[config.mk]
export PLATFORM = sky130hd
export DESIGN_NAME = neuron_step_scheduler_flat
export DESIGN_NICKNAME = d
export VERILOG_FILES = /design/src/rtl/neuron_bank_if.sv /design/src/rtl/neuron_step_scheduler.sv /design/src/flat_wrapper.sv
export SDC_FILE = /design/constraint.sdc
export NUM_CORES = 1
export LEC_CHECK = 0
export ABC_AREA = 1
export BUFFER_PORTS_ARGS = -buffer_cell sky130_fd_sc_hd__buf_4
export CORE_AREA = 4 4 201 144
export DETAILED_ROUTE_END_ITERATION = 7
export DIE_AREA = 0 0 205 148
export GPL_TIMING_DRIVEN = 0
export PLACE_DENSITY = 0.59
export SYNTH_ARGS = -nofsm -noshare
export SYNTH_HDL_FRONTEND = slang
export SYNTH_SLANG_ARGS = --single-unit
[constraint.sdc]
create_clock -name clk -period 5.6 [get_ports clk]
set_clock_uncertainty 0.05 [all_clocks]
set_input_delay 0.84 -clock clk [delete_from_list [all_inputs] [get_ports clk]]
set_output_delay 0.84 -clock clk [all_outputs]
set_load 0.05 [all_outputs]
[src/rtl/neuron_bank_if.sv]
// Bus between the timestep scheduler (master) and the memory-mapped neuron bank (slave).
// read_data is combinational in the same cycle; busywait stalls any access in progress.
interface neuron_bank_if;
  logic [31:0] addr;
  logic        write_en;
  logic [31:0] write_data;
  logic        read_en;
  logic [31:0] read_data;
  logic        busywait;

  modport master (
    output addr, write_en, write_data, read_en,
    input  read_data, busywait
  );

  modport slave (
    input  addr, write_en, write_data, read_en,
    output read_data, busywait
  );
endinterface

[src/rtl/neuron_step_scheduler.sv]
// Timestep sequencer: sole master of the neuron bank, stepping every neuron once per timestep.
// Define NEURON_SPIKE_COUNT_EN to add per-neuron saturating spike totals (spike_totals port).
module neuron_step_scheduler #(
  parameter int unsigned NUM_NEURONS = 4,
  parameter int unsigned STEP_W      = 16,
  parameter int unsigned POLL_LIMIT  = 255
) (
  input  logic                   clk,
  input  logic                   rst,
  input  logic                   start,
  input  logic                   abort,
  input  logic [STEP_W-1:0]      num_steps,
  input  logic                   cfg_mode,
  input  logic                   cur_we,
  input  logic [1:0]             cur_idx,
  input  logic [31:0]            cur_data,
  neuron_bank_if.master          bank,
  output logic                   busy,
  output logic                   done,
  output logic                   err_timeout,
  output logic                   spike_valid,
  output logic [NUM_NEURONS-1:0] spike_vector,
  output logic [STEP_W-1:0]      step_count
`ifdef NEURON_SPIKE_COUNT_EN
  ,
  output logic [NUM_NEURONS*16-1:0] spike_totals
`endif
);

  localparam int unsigned      PollW     = $clog2(POLL_LIMIT + 1);
  localparam logic [PollW-1:0] PollLast  = PollW'(POLL_LIMIT - 1);
  localparam logic [1:0]       LastN     = 2'(NUM_NEURONS - 1);
  localparam logic [5:0]       OffI      = 6'h14;
  localparam logic [5:0]       OffCtrl   = 6'h18;
  localparam logic [5:0]       OffStatus = 6'h1C;

  typedef enum logic [2:0] {
    StIdle, StWrI, StTrig, StSettle, StPoll, StNext, StEmit
  } state_e;

  state_e                 state_q;
  logic [1:0]             n_q;
  logic [PollW-1:0]       poll_q;
  logic [STEP_W-1:0]      steps_q;
  logic [NUM_NEURONS-1:0] acc_q;
  logic [31:0]            cur_buf [NUM_NEURONS];
  logic                   unused_rd;

  assign unused_rd = ^bank.read_data[31:2];
  assign busy      = (state_q != StIdle);

  // Bus signals decode straight from state, so a stalled access holds naturally.
  always_comb begin
    bank.addr       = '0;
    bank.write_en   = 1'b0;
    bank.write_data = '0;
    bank.read_en    = 1'b0;
    unique case (state_q)
      StWrI: begin
        bank.addr       = {24'b0, n_q, OffI};
        bank.write_en   = 1'b1;
        bank.write_data = cur_buf[n_q];
      end
      StTrig: begin
        bank.addr       = {24'b0, n_q, OffCtrl};
        bank.write_en   = 1'b1;
        bank.write_data = {29'b0, cfg_mode, 2'b01};
      end
      StPoll: begin
        bank.addr    = {24'b0, n_q, OffStatus};
        bank.read_en = 1'b1;
      end
      default: ;
    endcase
  end

  always_ff @(posedge clk) begin
    if (rst) begin
      state_q      <= StIdle;
      n_q          <= '0;
      poll_q       <= '0;
      steps_q      <= '0;
      acc_q        <= '0;
      done         <= 1'b0;
      err_timeout  <= 1'b0;
      spike_valid  <= 1'b0;
      spike_vector <= '0;
      step_count   <= '0;
      for (int unsigned i = 0; i < NUM_NEURONS; i++) cur_buf[i] <= '0;
    end else begin
      done        <= 1'b0;
      spike_valid <= 1'b0;
      if (cur_we && (32'(cur_idx) < NUM_NEURONS)) cur_buf[cur_idx] <= cur_data;
      if (abort) begin
        state_q <= StIdle;
      end else begin
        unique case (state_q)
          StIdle: begin
            if (start) begin
              steps_q <= num_steps;
              if (num_steps == '0) begin
                done <= 1'b1;
              end else begin
                step_count   <= '0;
                err_timeout  <= 1'b0;
                acc_q        <= '0;
                spike_vector <= '0;
                n_q          <= '0;
                poll_q       <= '0;
                state_q      <= StWrI;
              end
            end
          end
          StWrI:    if (!bank.busywait) state_q <= StTrig;
          StTrig:   if (!bank.busywait) state_q <= StSettle;
          StSettle: state_q <= StPoll;
          StPoll: begin
            if (!bank.busywait) begin
              poll_q <= poll_q + 1'b1;
              if (!bank.read_data[1]) begin
                acc_q[n_q] <= bank.read_data[0];
                state_q    <= StNext;
              end else if (poll_q == PollLast) begin
                err_timeout <= 1'b1;
                acc_q[n_q]  <= 1'b0;
                state_q     <= StNext;
              end
            end
          end
          StNext: begin
            poll_q <= '0;
            if (n_q == LastN) begin
              state_q <= StEmit;
            end else begin
              n_q     <= n_q + 1'b1;
              state_q <= StWrI;
            end
          end
          StEmit: begin
            spike_vector <= acc_q;
            spike_valid  <= 1'b1;
            step_count   <= step_count + STEP_W'(1);
            if ((step_count + STEP_W'(1)) == steps_q) begin
              done    <= 1'b1;
              state_q <= StIdle;
            end else begin
              n_q     <= '0;
              acc_q   <= '0;
              state_q <= StWrI;
            end
          end
          default: state_q <= StIdle;
        endcase
      end
    end
  end

`ifdef NEURON_SPIKE_COUNT_EN
  logic [15:0] tot_q [NUM_NEURONS];

  always_ff @(posedge clk) begin
    if (rst) begin
      for (int unsigned i = 0; i < NUM_NEURONS; i++) tot_q[i] <= '0;
    end else if (!abort && (state_q == StIdle) && start) begin
      for (int unsigned i = 0; i < NUM_NEURONS; i++) tot_q[i] <= '0;
    end else if (!abort && (state_q == StEmit)) begin
      for (int unsigned i = 0; i < NUM_NEURONS; i++) begin
        if (acc_q[i] && (tot_q[i] != 16'hFFFF)) tot_q[i] <= tot_q[i] + 16'd1;
      end
    end
  end

  always_comb begin
    spike_totals = '0;
    for (int unsigned i = 0; i < NUM_NEURONS; i++) spike_totals[i*16 +: 16] = tot_q[i];
  end
`endif

endmodule

[src/flat_wrapper.sv]
// flat-port wrapper written by rule: the top's interface ports become plain ports
module neuron_step_scheduler_flat 
#(
  parameter int unsigned NUM_NEURONS = 4,
  parameter int unsigned STEP_W      = 16,
  parameter int unsigned POLL_LIMIT  = 255
)
  (clk, rst, start, abort, num_steps, cfg_mode, cur_we, cur_idx, cur_data, busy, done, err_timeout, spike_valid, spike_vector, step_count, bank_addr, bank_write_en, bank_write_data, bank_read_en, bank_read_data, bank_busywait);
  neuron_bank_if bank_i ();
  input  logic clk;
  input  logic rst;
  input  logic start;
  input  logic abort;
  input  logic [STEP_W-1:0] num_steps;
  input  logic cfg_mode;
  input  logic cur_we;
  input  logic [1:0] cur_idx;
  input  logic [31:0] cur_data;
  output logic busy;
  output logic done;
  output logic err_timeout;
  output logic spike_valid;
  output logic [NUM_NEURONS-1:0] spike_vector;
  output logic [STEP_W-1:0] step_count;
  output wire logic [$bits(bank_i.addr)-1:0] bank_addr;
  output wire logic [$bits(bank_i.write_en)-1:0] bank_write_en;
  output wire logic [$bits(bank_i.write_data)-1:0] bank_write_data;
  output wire logic [$bits(bank_i.read_en)-1:0] bank_read_en;
  input wire logic [$bits(bank_i.read_data)-1:0] bank_read_data;
  input wire logic [$bits(bank_i.busywait)-1:0] bank_busywait;
  assign bank_addr = bank_i.addr;
  assign bank_write_en = bank_i.write_en;
  assign bank_write_data = bank_i.write_data;
  assign bank_read_en = bank_i.read_en;
  assign bank_i.read_data = bank_read_data;
  assign bank_i.busywait = bank_busywait;
  neuron_step_scheduler #(.NUM_NEURONS(NUM_NEURONS), .STEP_W(STEP_W), .POLL_LIMIT(POLL_LIMIT)) u_core (.clk(clk), .rst(rst), .start(start), .abort(abort), .num_steps(num_steps), .cfg_mode(cfg_mode), .cur_we(cur_we), .cur_idx(cur_idx), .cur_data(cur_data), .bank(bank_i), .busy(busy), .done(done), .err_timeout(err_timeout), .spike_valid(spike_valid), .spike_vector(spike_vector), .step_count(step_count));
endmodule
==> results by group <==
Outcome
  • Status: finished, final reports clean

Drt
  • Post-Route WL: roughly 28 mm
  • Antenna-violating nets left: 0
  • Remaining DRCs: 0
  • Via count of the routed design: 8037
  • First drt pass iteration count: 6
  • 1st-iter DRT viols: 671
  • Drt via density: slightly below 5
  • WL/cell: between 15 and 20 µm

Setup path
  • Worst r2r path cells: 14
  • Reg2reg start: u_core.step_count[0]$_SDFFE_PP0P_
  • Worst Path Arrival: 2.80 ns
  • Crit path kind: register to output pin
  • Worst setup SP type: register
  • R2R Setup Slk: ~3.2 ns
  • Crit end category: output pin
  • Required @ worst endpoint: around 4.7 ns
  • Crit path max fanout: 10
  • Setup crit start: u_core.state_q[0]$_SDFFE_PP0P_
  • Setup crit end: bank_write_data[9]

Logic synthesis
  • Avg Inst Size Synth: around 8.4 µm²
  • Yosys Warn Count: 0
  • Cell taking the most area after synthesis: edfxtp_1
  • Yosys top cell area share: between 40% and 50%
  • Seq cells post-synth: 186
  • Synth cell types: between 40 and 50
  • Mapped Area: approximately 0.0094 mm²
  • Post-synthesis instance total: approximately 1100
  • Ranking of synthesized cells by area: edfxtp_1 (41%), dfxtp_1 (12%), nor2_1 (11%)
  • Seq/Total Area, Yosys: a little over half

Global route
  • Initial antenna violation count: 1
  • Remaining Overflow, GRT: 0
  • Vias in the first global route: between 7000 and 8000
  • Largest net degree at the start of global routing: 33
  • First-pass GRT wire length: about 43 mm
  • Gr usage total: between 10% and 20%

Layout
  • Util after Layout: 43.3%
  • Most frequent cells in the layout: nor2_1 (278), buf_4 (150), edfxtp_1 (128), nand2_1 (114), inv_1 (103)
  • Area grow syn2layout: 23.2%
  • Multi-input logic area: approximately 0.0037 mm²
  • Fill count: 2682
  • Commonest non-fill, non-tap cell in the layout: nor2_1
  • Share of cells above drive strength 1: between 10% and 20%
  • Nets: approximately 1400
  • Sequential cell area: between 0.005 and 0.006 mm²

Timing
  • Worst slew margin: 37.7%
  • Actual slew at the worst max-slew pin: slightly above 0.9 ns
  • Crit share post-route: 65.8%
  • Final Hold Fails: 0
  • Maximum clock rate: approximately 270 MHz
  • Unrepaired setup endpoints after global routing: no
  • Final setup fails: 0
  • Fin. max-slew vios: 0
  • Minimum clock period: between 3 and 4 ns
  • TNS Setup: 0 ns

CTS
  • Longest Clk Path Bufs: 2
  • Cts repair resizes: 0
  • Post-CTS Setup Bufs: 0
  • Clk sink count: about 190
  • CTS tree: done
  • Clock Latency Late Sink: around 0.43 ns
  • CTS Hold Buffers Added: 0
  • Root Driver: clkbuf_16
  • H-tree Lvls: 4
  • CTS clk-pin slew, worst paths: about 0.07 ns
  • TritonCTS Buffers: 17

Floorplan
  • Row Count: 50
  • DIE AREA: 0.0303 mm²
  • IO Count: 179
  • Initial core utilization: 35.1%
  • Die Y-Extent: about 150 µm
  • Core ar.: 0.0267 mm²
  • Die width: between 200 and 250 µm

Power and ir drop
  • Power per Cell Area: just under 300 mW/mm²
  • Max VDD drop: roughly 230 µV
  • Static Leak: 4.75 nW

Place
  • Number of port buffers: 121
  • DP HPWL: 20.4 mm
  • RD Place Congestion: 0.897

Worst hold path
  • HP Class: register to register

Flow run
  • Maxcap violations: 0
## worst min path at each step
| stage | startpoint | end | depth (start not counted) |
|---|---|---|---|
| floorplan | u_core.steps_q[13]$_SDFFE_PP0P_ | u_core.steps_q[13]$_SDFFE_PP0P_ | 2 |
| global placement | u_core.spike_vector[0]$_SDFFE_PP0P_ | u_core.spike_vector[0]$_SDFFE_PP0P_ | 2 |
| detailed placement | u_core.spike_vector[1]$_SDFFE_PP0P_ | u_core.spike_vector[1]$_SDFFE_PP0P_ | 2 |
| CTS | u_core.spike_vector[1]$_SDFFE_PP0P_ | u_core.spike_vector[1]$_SDFFE_PP0P_ | 2 |
| global route | u_core.spike_vector[0]$_SDFFE_PP0P_ | u_core.spike_vector[0]$_SDFFE_PP0P_ | 2 |
| finish | u_core.spike_vector[1]$_SDFFE_PP0P_ | u_core.spike_vector[1]$_SDFFE_PP0P_ | 2 |
## through the flow
step	setup slack (ns)	std cells	hold slack [ns]	power [W]	instance area, µm²
floorplan	1.73	1137	0.394	0.00202	9480
global placement	-0.315	1622	0.409	0.00221	10800
detailed placement	2.03	1626	0.409	0.00222	11000
CTS	1.98	1657	0.420	0.00344	11600
global route	1.85	1658	0.447	0.00357	11600
finish	1.91	1658	0.415	0.00343	11600
## synth_stat cells
master	instances
xnor2_1	1
nor4_1	3
o21ai_1	2
buf_4	29
nand2_2	8
o211a_1	1
xor2_1	4
nor3b_1	2
inv_1	103
nand3_2	3
nor2_8	1
a211oi_1	13
nand2_1	116
a31oi_1	9
dfxtp_1	58
clkbuf_1	38
buf_6	1
nand3b_1	5
nor3_1	42
a211oi_2	1
o31ai_1	1
buf_1	8
nor2_2	7
nor3_4	1
and2_4	1
buf_2	1
nand3_1	39
nor2_1	278
a21oi_1	64
a32o_1	1
inv_2	4
or2_2	2
nand3_4	2
clkinv_1	3
nor2_4	6
nor3_2	5
ha_1	7
edfxtp_1	128
xnor3_1	1
o21ai_0	91
nand4_1	17
o21ai_2	3
conb_1	1
## layer usage
layer  wire (µm)  share of wire, %  global-route usage, %  vias up
met2       11800                43                   26.4      295
met3        2000               7.2                   3.71       28
met5           0                 0                      0        -
li1            -                 -                      -     4001
met4         425               1.5                   4.95        0
met1       13400                48                   27.7     3713
## cell families (layout without fill, tap and decap cells)
kind of cell,after synthesis,count (layout),synth area share [%]
DFF,186,186,53.3
adders and majority gates,7,7,0.933
and+or+nand+nor,538,538,25.5
xor gates and xnor gates,6,6,0.707
buffers and inverters,187,343,8.73
other,1,28,0.0400
AOI/OAI and AO/OA,186,186,10.7
## state kept, by name (all words and copies together), names as in the netlist, named ones only
signal,count
u_core.done,1
u_core.state_q,3
u_core.poll_q,8
u_core.acc_q,4
u_core.step_count,16
u_core.n_q,2
u_core.err_timeout,1
u_core.spike_vector,4
u_core.spike_valid,1
u_core.steps_q,16
u_core.cur_buf,128
## cell type report
type                       count  share of cell area (%)
buffer                        77                    3.52
clock inverter                12                    1.28
sequential                   186                    43.3
tap                          364                    3.94
multi-input combinational    764                    31.9
clock buffer                  19                    3.74
antenna                        1                  0.0216
inverter                     110                    3.57
timing repair buffer         125                    8.74
## power breakdown
| group | switching (W) | internal [W] | total [W] | leakage, nW |
|---|---|---|---|---|
| clock network | 0.000533 | 0.000699 | 0.00123 | 0.281 |
| logic | 0.000410 | 0.000176 | 0.000586 | 2.75 |
| registers | 0.0000425 | 0.00157 | 0.00161 | 1.72 |
| total | 0.000986 | 0.00244 | 0.00343 | 4.75 |
## worst max-delay path: stages, from the launching register on
cell	delay, ns
dfxtp_1	0.48
inv_1	0.11
nor3_1	0.37
clkinv_1	0.38
clkbuf_1	0.36
a21oi_1	0.39
buf_4	0.27
(Power assumes the default switching activity.)
